[config.mk]
export PLATFORM = sky130hd
export DESIGN_NAME = mem_arbiter_flat
export DESIGN_NICKNAME = d
export VERILOG_FILES = /design/src/rtl/mem_arbiter_pkg.sv /design/src/rtl/mem_arbiter_if.sv /design/src/rtl/mem_arbiter_rr_picker.sv /design/src/rtl/mem_arbiter.sv /design/src/flat_wrapper.sv
export SDC_FILE = /design/constraint.sdc
export NUM_CORES = 1
export LEC_CHECK = 0
export BUFFER_PORTS_ARGS = -buffer_cell sky130_fd_sc_hd__buf_2
export CORE_ASPECT_RATIO = 1.4
export CORE_MARGIN = 2
export CORE_UTILIZATION = 46
export DETAILED_ROUTE_END_ITERATION = 6
export GPL_ROUTABILITY_DRIVEN = 0
export GPL_TIMING_DRIVEN = 1
export PLACE_DENSITY_LB_ADDON = 0.2
export SLEW_MARGIN = 5
export SYNTH_ARGS = -nofsm -noshare
export SYNTH_HDL_FRONTEND = slang
export SYNTH_SLANG_ARGS = --single-unit
[constraint.sdc]
create_clock -name i_clk -period 5.5 [get_ports i_clk]
set_clock_uncertainty 0.2 [all_clocks]
set_input_delay 0 -clock i_clk [delete_from_list [all_inputs] [get_ports i_clk]]
set_output_delay 0 -clock i_clk [all_outputs]
set_load 0.02 [all_outputs]
[src/rtl/mem_arbiter_pkg.sv]
// Shared types and constants for the IC/DM memory-port arbiter.
// Purely declarative; no timing or flow-control behaviour lives here.
package arvi_arb_pkg;

    typedef enum logic [1:0] {
        ARB_IDLE,
        ARB_BUSY,
        ARB_RESP
    } arb_state_e;

    localparam logic OWN_IC = 1'b0;
    localparam logic OWN_DM = 1'b1;

    localparam int ARB_TIMEOUT_CYCLES = 256;

endpackage

[src/rtl/mem_arbiter_if.sv]
// Requester-side and memory-side signals of the arbiter; slave = arbiter view.
// Error strobes exist only when ARVI_ARB_TIMEOUT_EN is defined.
interface mem_arbiter_if #(
    parameter int XLEN = 32
);
    logic              i_ic_req;
    logic [XLEN-1:0]   i_ic_addr;
    logic [XLEN-1:0]   o_ic_data;
    logic              o_ic_ready;

    logic              i_dm_req;
    logic              i_dm_we;
    logic [XLEN/8-1:0] i_dm_be;
    logic [XLEN-1:0]   i_dm_addr;
    logic [XLEN-1:0]   i_dm_wdata;
    logic              i_dm_lock;
    logic [XLEN-1:0]   o_dm_rdata;
    logic              o_dm_ready;

    logic              o_mem_req;
    logic              o_mem_we;
    logic [XLEN/8-1:0] o_mem_be;
    logic [XLEN-1:0]   o_mem_addr;
    logic [XLEN-1:0]   o_mem_wdata;
    logic [XLEN-1:0]   i_mem_rdata;
    logic              i_mem_ready;

    logic              o_owner;
`ifdef ARVI_ARB_TIMEOUT_EN
    logic              o_ic_err;
    logic              o_dm_err;
`endif

    modport slave (
        input  i_ic_req, i_ic_addr,
        input  i_dm_req, i_dm_we, i_dm_be, i_dm_addr, i_dm_wdata, i_dm_lock,
        input  i_mem_rdata, i_mem_ready,
        output o_ic_data, o_ic_ready, o_dm_rdata, o_dm_ready,
        output o_mem_req, o_mem_we, o_mem_be, o_mem_addr, o_mem_wdata,
        output o_owner
`ifdef ARVI_ARB_TIMEOUT_EN
        , output o_ic_err, o_dm_err
`endif
    );

    modport master (
        output i_ic_req, i_ic_addr,
        output i_dm_req, i_dm_we, i_dm_be, i_dm_addr, i_dm_wdata, i_dm_lock,
        output i_mem_rdata, i_mem_ready,
        input  o_ic_data, o_ic_ready, o_dm_rdata, o_dm_ready,
        input  o_mem_req, o_mem_we, o_mem_be, o_mem_addr, o_mem_wdata,
        input  o_owner
`ifdef ARVI_ARB_TIMEOUT_EN
        , input o_ic_err, o_dm_err
`endif
    );

endinterface

[src/rtl/mem_arbiter_rr_picker.sv]
// Combinational round-robin choice between IC and DM, honouring the DM lock.
// Zero latency; no backpressure of its own.
module arb_rr_picker
    import arvi_arb_pkg::*;
(
    input  logic ic_req,
    input  logic dm_req,
    input  logic owner,
    input  logic lock,
    output logic grant_valid,
    output logic grant_dm
);

    always_comb begin
        grant_valid = 1'b0;
        grant_dm    = 1'b0;
        if (lock) begin
            grant_valid = dm_req;
            grant_dm    = 1'b1;
        end else if (ic_req && dm_req) begin
            // Tie goes to whoever was not served last.
            grant_valid = 1'b1;
            grant_dm    = (owner == OWN_IC);
        end else begin
            grant_valid = ic_req | dm_req;
            grant_dm    = dm_req;
        end
    end

endmodule

[src/rtl/mem_arbiter.sv]
// Shares one memory port between IC refill and DM; ready pulses L+2 cycles after request.
// Requesters hold req until ready; memory holds off via i_mem_ready. ARVI_ARB_TIMEOUT_EN adds a watchdog.
module mem_arbiter
    import arvi_arb_pkg::*;
#(
    parameter int XLEN = 32
`ifdef ARVI_ARB_TIMEOUT_EN
    , parameter int TIMEOUT_CYCLES = ARB_TIMEOUT_CYCLES
`endif
) (
    input  logic         i_clk,
    input  logic         i_rst,
    mem_arbiter_if.slave bus
);

    localparam int BEW = XLEN / 8;

    arb_state_e      state_q, state_d;
    logic            mem_req_q, mem_req_d;
    logic            mem_we_q, mem_we_d;
    logic [BEW-1:0]  mem_be_q, mem_be_d;
    logic [XLEN-1:0] mem_addr_q, mem_addr_d;
    logic [XLEN-1:0] mem_wdata_q, mem_wdata_d;
    logic [XLEN-1:0] ic_data_q, ic_data_d;
    logic [XLEN-1:0] dm_rdata_q, dm_rdata_d;
    logic            ic_ready_q, ic_ready_d;
    logic            dm_ready_q, dm_ready_d;
    logic            owner_q, owner_d;
    logic            lock_q, lock_d;
    logic            lock_pend_q, lock_pend_d;
    logic            grant_valid;
    logic            grant_dm;

`ifdef ARVI_ARB_TIMEOUT_EN
    localparam int CNT_W = $clog2(TIMEOUT_CYCLES + 1);
    logic [CNT_W-1:0] cnt_q, cnt_d;
    logic             ic_err_q, ic_err_d;
    logic             dm_err_q, dm_err_d;
`endif

    arb_rr_picker u_picker (
        .ic_req      (bus.i_ic_req),
        .dm_req      (bus.i_dm_req),
        .owner       (owner_q),
        .lock        (lock_q),
        .grant_valid (grant_valid),
        .grant_dm    (grant_dm)
    );

    always_ff @(posedge i_clk or posedge i_rst) begin
        if (i_rst) begin
            state_q     <= ARB_IDLE;
            mem_req_q   <= 1'b0;
            mem_we_q    <= 1'b0;
            mem_be_q    <= '0;
            mem_addr_q  <= '0;
            mem_wdata_q <= '0;
            ic_data_q   <= '0;
            dm_rdata_q  <= '0;
            ic_ready_q  <= 1'b0;
            dm_ready_q  <= 1'b0;
            owner_q     <= OWN_DM;
            lock_q      <= 1'b0;
            lock_pend_q <= 1'b0;
        end else begin
            state_q     <= state_d;
            mem_req_q   <= mem_req_d;
            mem_we_q    <= mem_we_d;
            mem_be_q    <= mem_be_d;
            mem_addr_q  <= mem_addr_d;
            mem_wdata_q <= mem_wdata_d;
            ic_data_q   <= ic_data_d;
            dm_rdata_q  <= dm_rdata_d;
            ic_ready_q  <= ic_ready_d;
            dm_ready_q  <= dm_ready_d;
            owner_q     <= owner_d;
            lock_q      <= lock_d;
            lock_pend_q <= lock_pend_d;
        end
    end

`ifdef ARVI_ARB_TIMEOUT_EN
    always_ff @(posedge i_clk or posedge i_rst) begin
        if (i_rst) begin
            cnt_q    <= '0;
            ic_err_q <= 1'b0;
            dm_err_q <= 1'b0;
        end else begin
            cnt_q    <= cnt_d;
            ic_err_q <= ic_err_d;
            dm_err_q <= dm_err_d;
        end
    end
`endif

    always_comb begin
        state_d     = state_q;
        mem_req_d   = mem_req_q;
        mem_we_d    = mem_we_q;
        mem_be_d    = mem_be_q;
        mem_addr_d  = mem_addr_q;
        mem_wdata_d = mem_wdata_q;
        ic_data_d   = ic_data_q;
        dm_rdata_d  = dm_rdata_q;
        ic_ready_d  = 1'b0;
        dm_ready_d  = 1'b0;
        owner_d     = owner_q;
        lock_d      = lock_q;
        lock_pend_d = lock_pend_q;
`ifdef ARVI_ARB_TIMEOUT_EN
        cnt_d       = cnt_q;
        ic_err_d    = 1'b0;
        dm_err_d    = 1'b0;
`endif
        unique case (state_q)
            ARB_IDLE: begin
                if (grant_valid) begin
                    state_d   = ARB_BUSY;
                    mem_req_d = 1'b1;
                    owner_d   = grant_dm;
                    if (grant_dm) begin
                        mem_we_d    = bus.i_dm_we;
                        mem_be_d    = bus.i_dm_be;
                        mem_addr_d  = bus.i_dm_addr;
                        mem_wdata_d = bus.i_dm_wdata;
                        lock_pend_d = bus.i_dm_lock;
                    end else begin
                        mem_we_d    = 1'b0;
                        mem_be_d    = '1;
                        mem_addr_d  = bus.i_ic_addr;
                        mem_wdata_d = '0;
                    end
`ifdef ARVI_ARB_TIMEOUT_EN
                    cnt_d = '0;
`endif
                end
            end
            ARB_BUSY: begin
                if (bus.i_mem_ready) begin
                    state_d   = ARB_RESP;
                    mem_req_d = 1'b0;
                    if (owner_q == OWN_DM) begin
                        dm_ready_d = 1'b1;
                        // Writes leave the DM read-data register untouched.
                        if (!mem_we_q) begin
                            dm_rdata_d = bus.i_mem_rdata;
                        end
                    end else begin
                        ic_ready_d = 1'b1;
                        ic_data_d  = bus.i_mem_rdata;
                    end
                end
`ifdef ARVI_ARB_TIMEOUT_EN
                else if (cnt_q == CNT_W'(TIMEOUT_CYCLES)) begin
                    state_d     = ARB_RESP;
                    mem_req_d   = 1'b0;
                    lock_pend_d = 1'b0;
                    lock_d      = 1'b0;
                    if (owner_q == OWN_DM) begin
                        dm_ready_d = 1'b1;
                        dm_err_d   = 1'b1;
                        dm_rdata_d = '0;
                    end else begin
                        ic_ready_d = 1'b1;
                        ic_err_d   = 1'b1;
                        ic_data_d  = '0;
                    end
                end else begin
                    cnt_d = cnt_q + CNT_W'(1);
                end
`endif
            end
            ARB_RESP: begin
                // No grant here so a requester still holding req is not served twice.
                state_d = ARB_IDLE;
                if (owner_q == OWN_DM) begin
                    lock_d = lock_pend_q;
                end
            end
            default: state_d = ARB_IDLE;
        endcase
    end

    assign bus.o_mem_req   = mem_req_q;
    assign bus.o_mem_we    = mem_we_q;
    assign bus.o_mem_be    = mem_be_q;
    assign bus.o_mem_addr  = mem_addr_q;
    assign bus.o_mem_wdata = mem_wdata_q;
    assign bus.o_ic_data   = ic_data_q;
    assign bus.o_dm_rdata  = dm_rdata_q;
    assign bus.o_ic_ready  = ic_ready_q;
    assign bus.o_dm_ready  = dm_ready_q;
    assign bus.o_owner     = owner_q;
`ifdef ARVI_ARB_TIMEOUT_EN
    assign bus.o_ic_err    = ic_err_q;
    assign bus.o_dm_err    = dm_err_q;
`endif

endmodule
[src/flat_wrapper.sv]
// flat-port wrapper written by rule: the top's interface ports become plain ports
module mem_arbiter_flat import arvi_arb_pkg::*;
#(
    parameter int XLEN = 32

)
  (i_clk, i_rst, bus_i_ic_req, bus_i_ic_addr, bus_i_dm_req, bus_i_dm_we, bus_i_dm_be, bus_i_dm_addr, bus_i_dm_wdata, bus_i_dm_lock, bus_i_mem_rdata, bus_i_mem_ready, bus_o_ic_data, bus_o_ic_ready, bus_o_dm_rdata, bus_o_dm_ready, bus_o_mem_req, bus_o_mem_we, bus_o_mem_be, bus_o_mem_addr, bus_o_mem_wdata, bus_o_owner);
  mem_arbiter_if #(.XLEN(XLEN)) bus_i ();
  input  logic i_clk;
  input  logic i_rst;
  input wire logic [$bits(bus_i.i_ic_req)-1:0] bus_i_ic_req;
  input wire logic [$bits(bus_i.i_ic_addr)-1:0] bus_i_ic_addr;
  input wire logic [$bits(bus_i.i_dm_req)-1:0] bus_i_dm_req;
  input wire logic [$bits(bus_i.i_dm_we)-1:0] bus_i_dm_we;
  input wire logic [$bits(bus_i.i_dm_be)-1:0] bus_i_dm_be;
  input wire logic [$bits(bus_i.i_dm_addr)-1:0] bus_i_dm_addr;
  input wire logic [$bits(bus_i.i_dm_wdata)-1:0] bus_i_dm_wdata;
  input wire logic [$bits(bus_i.i_dm_lock)-1:0] bus_i_dm_lock;
  input wire logic [$bits(bus_i.i_mem_rdata)-1:0] bus_i_mem_rdata;
  input wire logic [$bits(bus_i.i_mem_ready)-1:0] bus_i_mem_ready;
  output wire logic [$bits(bus_i.o_ic_data)-1:0] bus_o_ic_data;
  output wire logic [$bits(bus_i.o_ic_ready)-1:0] bus_o_ic_ready;
  output wire logic [$bits(bus_i.o_dm_rdata)-1:0] bus_o_dm_rdata;
  output wire logic [$bits(bus_i.o_dm_ready)-1:0] bus_o_dm_ready;
  output wire logic [$bits(bus_i.o_mem_req)-1:0] bus_o_mem_req;
  output wire logic [$bits(bus_i.o_mem_we)-1:0] bus_o_mem_we;
  output wire logic [$bits(bus_i.o_mem_be)-1:0] bus_o_mem_be;
  output wire logic [$bits(bus_i.o_mem_addr)-1:0] bus_o_mem_addr;
  output wire logic [$bits(bus_i.o_mem_wdata)-1:0] bus_o_mem_wdata;
  output wire logic [$bits(bus_i.o_owner)-1:0] bus_o_owner;
  assign bus_i.i_ic_req = bus_i_ic_req;
  assign bus_i.i_ic_addr = bus_i_ic_addr;
  assign bus_i.i_dm_req = bus_i_dm_req;
  assign bus_i.i_dm_we = bus_i_dm_we;
  assign bus_i.i_dm_be = bus_i_dm_be;
  assign bus_i.i_dm_addr = bus_i_dm_addr;
  assign bus_i.i_dm_wdata = bus_i_dm_wdata;
  assign bus_i.i_dm_lock = bus_i_dm_lock;
  assign bus_i.i_mem_rdata = bus_i_mem_rdata;
  assign bus_i.i_mem_ready = bus_i_mem_ready;
  assign bus_o_ic_data = bus_i.o_ic_data;
  assign bus_o_ic_ready = bus_i.o_ic_ready;
  assign bus_o_dm_rdata = bus_i.o_dm_rdata;
  assign bus_o_dm_ready = bus_i.o_dm_ready;
  assign bus_o_mem_req = bus_i.o_mem_req;
  assign bus_o_mem_we = bus_i.o_mem_we;
  assign bus_o_mem_be = bus_i.o_mem_be;
  assign bus_o_mem_addr = bus_i.o_mem_addr;
  assign bus_o_mem_wdata = bus_i.o_mem_wdata;
  assign bus_o_owner = bus_i.o_owner;
  mem_arbiter #(.XLEN(XLEN)) u_core (.i_clk(i_clk), .i_rst(i_rst), .bus(bus_i));
endmodule
==> implementation parameters, run 1 <==
Parameter                              Value

Routing
  Count of routing violations after the opening detailed-route iteration ... 226
  Total length of routed wires ... 18.42 mm
  ANT nets after route ... 0
  Via-to-Cell Ratio ... 5.376
  Routed length per placed instance ... 18.34 um
  Remaining DRCs ... 0
  Number of vias in the routed layout ... 5398
  TritonRoute pass-1 iters ... 4

Global routing
  GRT overflow ... 0
  Antenna violations before repair ... 3
  Gr usage total ... 0.2676
  Maximum number of pins on one net before global-route repair ... 76
  Global-route wire length before repair ... 29.33 mm
  Vias in the first global route ... 5816

Setup path
  Critical path class ... in -> reg
  Data arrival, critical path ... 3560 ps
  Slowest stage cell on the critical path ... a21oi_4
  R2r startpoint ... u_core.lock_q
  Type of element launching the critical path ... input pin
  Flop-to-flop setup slack ... 2170 ps
  Critical-path cell list ... dlygate4sd3_1, buf_2, clkinv_1, a21oi_4, a2bb2oi_1, dlygate4sd3_1
  Crit path launch ... bus_i_dm_req
  CP max stage delay ... 1220 ps
  Max FO, Critical Path ... 37
  Endpoint required time on the critical path ... 5640 ps
  Worst path most repeated cell ... dlygate4sd3_1
  CP endpoint kind ... flip-flop

Synth
  Total nets after synthesis ... 576
  Total number of yosys warnings ... 0
  Synthesized area per cell ... 13.54 um^2
  Count of flip-flops with a built-in enable after synthesis ... 0
  Main combinational cell family by area after synthesis ... compound AO/OA/AOI/OAI gates
  Post-synthesis cell type count ... 29
  Adder and majority gate portion of the synthesized area ... 0
  Xor/xnor share of the synthesized area ... 0
  #FFs+latches synth ... 141
  Share of async-settable or async-resettable flops after synthesis ... 1.000
  Synthesized-area fraction occupied by and/or/nand/nor cells ... 0.04651
  Synth Cell Area ... 5918 um^2
  Sequential fraction of the synthesis area ... 0.5964
  Cells after synthesis ... 437
  Mux contribution to synthesized area ... 0.1256
  Leading register cell type out of synthesis ... dfrtp_1
  Compound-gate portion of the synthesized area ... 0.1882

Power and ir drop
  Max IR drop VDD ... 353.3 uV
  Static leakage ... 4.394 nW
  Cell Pwr Density ... 608.4 nW/um^2

STA
  Highest attainable clock frequency ... 292.9 MHz
  Period utilisation layout ... 0.6207
  RSZ-0062 raised after global routing ... no
  Number of pins exceeding their max-slew limit in the final report ... 0
  Post-layout min period ... 3414 ps
  Worst-case setup margin in the final layout ... 2086 ps
  Final hold violation count ... 0
  Number of setup violations in the final report ... 0
  Slew at the pin with the worst max-slew slack ... 1228 ps
  Relative max-transition margin ... 0.1816
  Total negative slack ... 0 ps

Layout
  Layout fillers ... 865
  Signed area change from the synthesized netlist to the final layout ... 57.21%
  Fraction of layout instances using a drive strength above 1 ... 0.4493
  Net count reported at finish ... 974

Die
  Starting density of the core ... 0.4663
  Boundary pin count ... 276
  Number of core rows ... 49
  Overall die height ... 138.2 um
  Die Span X ... 99.86 um
  Die ar. ... 13800 um^2
  Core area ... 12690 um^2

Placed design
  HPWL after detailed placement ... 11.02 mm
  I/O Buffers ... 275
  Minimum setup slack after placement ... 2671 ps

Clocking
  Clock tree from TritonCTS ... yes
  Number of sinks handled by clock tree synthesis ... 141
  Htree depth ... 4
  Clk_lat worst skew ... 410 ps
  Clock transition at the registers of the reported paths ... 60 ps
  Clock tree root driver cell ... clkbuf_16
  Max clock buf depth ... 2
  Cts bufs inserted ... 17

Hold path
  Class of the most critical hold timing path ... in -> async

Run status
  Result of the run ... finished clean

Flow run
  Count of max-cap constraint violations ... 0
critical path: cells and delay by family:
family,cells,cell delay (ps)
AO/OA/AOI/OAI,2,1440
buffers and inverters,4,2090
flip-flops by register name, indices dropped and copies added (netlist names):
name	cells
u_core.bus.o_dm_rdata	32
u_core.bus.o_ic_data	32
u_core.bus.o_mem_addr	32
u_core.bus.o_mem_wdata	32
u_core.bus.o_mem_be	4
u_core.state_q	2
u_core.bus.o_dm_ready	1
u_core.bus.o_ic_ready	1
u_core.bus.o_mem_req	1
u_core.bus.o_mem_we	1
u_core.bus.o_owner	1
u_core.lock_pend_q	1
u_core.lock_q	1
worst paths after layout:
check | to | cells past startpoint
worst max-delay path | u_core.bus.o_mem_addr[4] | 6
worst min register to register | u_core.bus.o_mem_req | 2
max in group asynchronous | u_core.bus.o_ic_data[25] | 4
worst min-delay path | u_core.bus.o_mem_wdata[10] | 3
min in group i_clk | u_core.bus.o_mem_wdata[17] | 3
worst max register to register | u_core.bus.o_mem_addr[4] | 5
cells in the final DEF, fill, tap and decap left out, drive strengths merged, types with 4 or more instances in the layout:
cell and count:
a22o 33, mux2 66, o22a 4, clkinv 5, a221oi 32, buf 278, o21ai 34, nor2b 32
dlygate4sd3 142, clkbuf 18, inv 9, a2bb2oi 32, dfrtp 140
what timing repair did:
action                                 in CTS  in global routing
buffers inserted                            0                  0
hold buffers                              142                  0
endpoints found under the hold margin     205                  0
resized for setup                           0                  0
where the power goes:
part | internal, mW | switching, mW
sequential | 1.54 | 0.357
clock | 0.678 | 0.468
combinational | 1.21 | 1.40
total | 3.43 | 2.23
synth_stat cells (2+ instances only):
cell type / count / area, um^2
mux2_1: 2 / 22.52
nand2_1: 3 / 11.26
buf_4: 6 / 45.04
a22o_1: 33 / 289.0
buf_2: 10 / 50.05
o22a_1: 4 / 35.03
clkbuf_1: 18 / 67.56
mux2_2: 64 / 720.7
a2bb2oi_1: 32 / 280.3
a221oi_1: 32 / 280.3
inv_1: 3 / 11.26
o21ai_0: 34 / 170.2
nand3b_1: 2 / 15.01
nor2b_1: 32 / 200.2
nand2b_1: 2 / 12.51
dfrtp_1: 140 / 3503
buf_6: 7 / 78.83
nor2_1: 2 / 7.510
through the flow:
stage	cell area [um^2]	std cells	power, mW	hold WS, ps	utilization
6_report	9304	1004	5.660	15.62	0.7331
5_1_grt	9304	1004	5.960	72.09	0.7331
4_1_cts	9289	1001	5.633	31.87	0.7319
3_5_place_dp	7282	827	4.160	-63.26	0.5738
3_3_place_gp	7282	827	4.084	-75.44	0.5738
2_1_floorplan	5918	437	3.420	-92.74	-
kinds of logic (layout without fill, tap and decap cells):
kind of cell           after synthesis  in the layout
muxes                               66             66
buffers and inverters               45            456
other                                0              3
and+or+nand+nor                     44             44
DFF                                141            141
AOI/OAI and AO/OA                  141            141
area by class of cell:
class / count / area, um^2 / area share
Clock buffer: 18 / 429.2 / 0.04613
Clock inverter: 14 / 156.4 / 0.01681
Tap cell: 153 / 191.4 / 0.02058
Multi-Input combinational cell: 251 / 2148 / 0.2309
Timing Repair Buffer: 420 / 2820 / 0.3031
Inverter: 4 / 20.02 / 0.002152
Sequential cell: 141 / 3531 / 0.3795
Antenna cell: 3 / 7.507 / 0.0008069
routing by layer:
metal | global-route usage | share of wire | up-vias
met1 | 0.3171 | 0.39 | 2668
met5 | 0 | 0 | -
met2 | 0.4474 | 0.51 | 241
met4 | 0.1197 | 0.035 | 0
met3 | 0.07887 | 0.069 | 48
li1 | - | - | 2441
No activity file was read; power rests on OpenSTA's default activity.
==> run 2, diff against run 1 <==
Clock period 5.5 ns to 3.4 ns, I/O delays scaled along.
==> run 2 against run 1 <==
Net effect:
- the flow now finishes with violations (negative hold slack)
- combinational power is 66% higher
- sequential cell count stayed put
- die area stayed put
- first-iteration DRC count is 17% lower
- core utilization is 0.069 points higher
- final cell count is 0.20% higher
- clock-buffer cell count is 1 higher
- critical path depth is 2 higher
- via count is 1.2% higher
- register-to-register slack worse by 1600 ps
- wire length is 0.95% lower
- largest cell class unchanged
- largest power group unchanged
==> implementation parameters, run 2 (synthesis results as in run 1) <==
Parameter                              Value

Layout
  Ant diodes ... 0 (-3)
  Net count reported at finish ... 979 (+0.51%)
  Sequential cell area ... 3530 um^2 (about the same)
  Finished Cell Area ... 9313 um^2 (about the same)
  Commonest non-fill, non-tap cells in the layout ... buf_2 (275), dfrtp_1 (140), dlygate4sd3_1 (137), mux2_2 (64), o21ai_0 (34)
  Signed area change from the synthesized netlist to the final layout ... 57.36% (about the same)
  Area of the multi-input gates ... 2141 um^2 (-0.35%)
  Post-Route Utilization ... 0.7338 (about the same)
  Layout fillers ... 835 (-3.5%)
  Most common cell after layout, fill and taps aside ... buf_2
  Fraction of layout instances using a drive strength above 1 ... 0.4572 (+0.007917)

Placed design
  Minimum setup slack after placement ... 967.7 ps (-1703 ps)
  I/O Buffers ... 275 (unchanged)
  Area post-placement ... 7367 um^2 (+1.2%)
  HPWL after detailed placement ... 11.46 mm (+4.0%)

Routing
  ANT nets after route ... 0 (unchanged)
  Remaining DRCs ... 0 (unchanged)
  Routed length per placed instance ... 18.13 um (-1.1%)
  TritonRoute pass-1 iters ... 5 (+1)
  Number of vias in the routed layout ... 5463 (+1.2%)
  Via-to-Cell Ratio ... 5.430 (+1.0%)
  Count of routing violations after the opening detailed-route iteration ... 188 (-17%)
  Total length of routed wires ... 18.24 mm (-0.95%)

Global routing
  Global-route wire length before repair ... 29.26 mm (-0.21%)
  Maximum number of pins on one net before global-route repair ... 68 (-11%)
  Antenna violations before repair ... 0 (-3)
  GRT overflow ... 0 (unchanged)
  Vias in the first global route ... 5767 (-0.84%)
  Gr usage total ... 0.2667 (-0.0008863)

STA
  Post-layout min period ... 2820 ps
  Slew at the pin with the worst max-slew slack ... 1131 ps (-96.88 ps)
  Highest attainable clock frequency ... 354.6 MHz
  Total negative slack ... 0 ps (unchanged)
  Hold Slack ... -0.07949 ps (-15.70 ps)
  Final hold violation count ... 1 (+1)
  Relative max-transition margin ... 0.2461 (+0.06458)
  RSZ-0062 raised after global routing ... no
  Number of pins exceeding their max-slew limit in the final report ... 0 (unchanged)
  Period utilisation layout ... 0.8294
  Worst-case setup margin in the final layout ... 580.2 ps (-1506 ps)
  Number of setup violations in the final report ... 0 (unchanged)

Run status
  Violated checks ... negative hold slack
  Result of the run ... finished with violations

Setup path
  Critical path class ... in -> reg
  Slowest stage cell on the critical path ... dlygate4sd3_1
  Endpoint required time on the critical path ... 3540 ps (-2100 ps)
  CP endpoint kind ... flip-flop
  Type of element launching the critical path ... input pin
  Critical-path cell list ... dlygate4sd3_1, buf_2, clkinv_1, buf_4, a21oi_4, buf_4, a2bb2oi_1, dlygate4sd3_1
  Data arrival, critical path ... 2960 ps (-600 ps)
  CP max stage delay ... 590 ps (-630 ps)
  Max FO, Critical Path ... 21 (-43%)

Power and ir drop
  Part of the power in registers ... 0.324 (-0.011)
  Net switching component of the power ... 3.612 mW (+62%)
  Switching part of the total ... 0.3970 (+0.003196)
  Max IR drop VDD ... 554.8 uV (+57%)
  Internal power of the cells ... 5.487 mW (+60%)
  Part of the power in the clock network ... 0.198 (-0.004)
  Cell Pwr Density ... 977.1 nW/um^2 (+61%)
  Static leakage ... 4.419 nW (+0.56%)
  Combinational share of power ... 0.477 (+0.015)

Hold path
  Class of the most critical hold timing path ... in -> async

Clocking
  Clock tree root driver cell ... clkbuf_16
  Cts bufs inserted ... 17 (unchanged)
  Htree depth ... 4 (unchanged)
  Clock transition at the registers of the reported paths ... 60 ps (about the same)
  Clock tree from TritonCTS ... yes
  Clk_lat worst skew ... 400 ps (about the same)
  Max clock buf depth ... 2 (unchanged)
  Post_cts resized ... 0 (unchanged)
  Number of sinks handled by clock tree synthesis ... 141 (unchanged)

Die
  Core area ... 12690 um^2 (unchanged)
  Starting density of the core ... 0.4663 (unchanged)
  Boundary pin count ... 276 (unchanged)
  Number of core rows ... 49 (unchanged)
  Overall die height ... 138.2 um (unchanged)
  Die Span X ... 99.86 um (unchanged)
  Die ar. ... 13800 um^2 (unchanged)

Flow run
  Count of max-cap constraint violations ... 0 (unchanged)
==> run 2: power groups by stage <==
stage,registers [mW],clock network (mW),logic (mW)
CTS,2.94,1.83,4.29
global placement,2.91,0,3.73
detailed placement,2.95,0,3.82
floorplan,3.88,0,1.66
finish,2.95,1.81,4.34
global route,3.04,1.91,4.63
==> run 2: worst max-delay path: cells and delay by family <==
| family | cells | cell delay [ps] |
|---|---|---|
| AO/OA/AOI/OAI | 2 | 740 |
| buffers and inverters | 6 | 2210 |
==> run 2: stage by stage <==
step	instances	power [mW]
floorplan	437	5.533
global placement	837	6.637
detailed placement	837	6.766
CTS	1006	9.057
global route	1006	9.584
finish	1006	9.099
==> run 2: path summary, 6_finish.rpt <==
kind,startpoint,endpoint,slack (ps),depth (start not counted)
worst min-delay path,i_rst,u_core.bus.o_ic_data[26],-0.08,3
worst max register to register,u_core.state_q[0],u_core.bus.o_mem_addr[1],590,5
worst min register to register,u_core.bus.o_mem_req,u_core.bus.o_mem_req,280,2
min in group i_clk,bus_i_ic_req,u_core.bus.o_owner,30,4
worst max-delay path,bus_i_dm_req,u_core.bus.o_mem_addr[1],580,8
max in group asynchronous,i_rst,u_core.bus.o_mem_wdata[23],2060,4
==> run 2: what timing repair did <==
item,CTS,global route
hold buffers,137,0
buffers inserted,0,0
endpoints found under the hold margin,237,0
==> run 2: layout make-up <==
class	count	share of cell area
flip-flops and latches	141	0.3790
repair buffers	425	0.3069
multi-input cells	251	0.2299
clock buffers	19	0.04756
well taps	153	0.02056
clock inverters	13	0.01411
inverters	4	0.002015
==> run 2: per-layer routing <==
metal / GRT usage / part of all wire / up-vias
met1: 0.3127 / 0.38 / 2688
li1: - / - / 2455
met2: 0.4591 / 0.52 / 281
met4: 0.1096 / 0.027 / 0
met3: 0.07179 / 0.075 / 39
met5: 0 / 0 / -
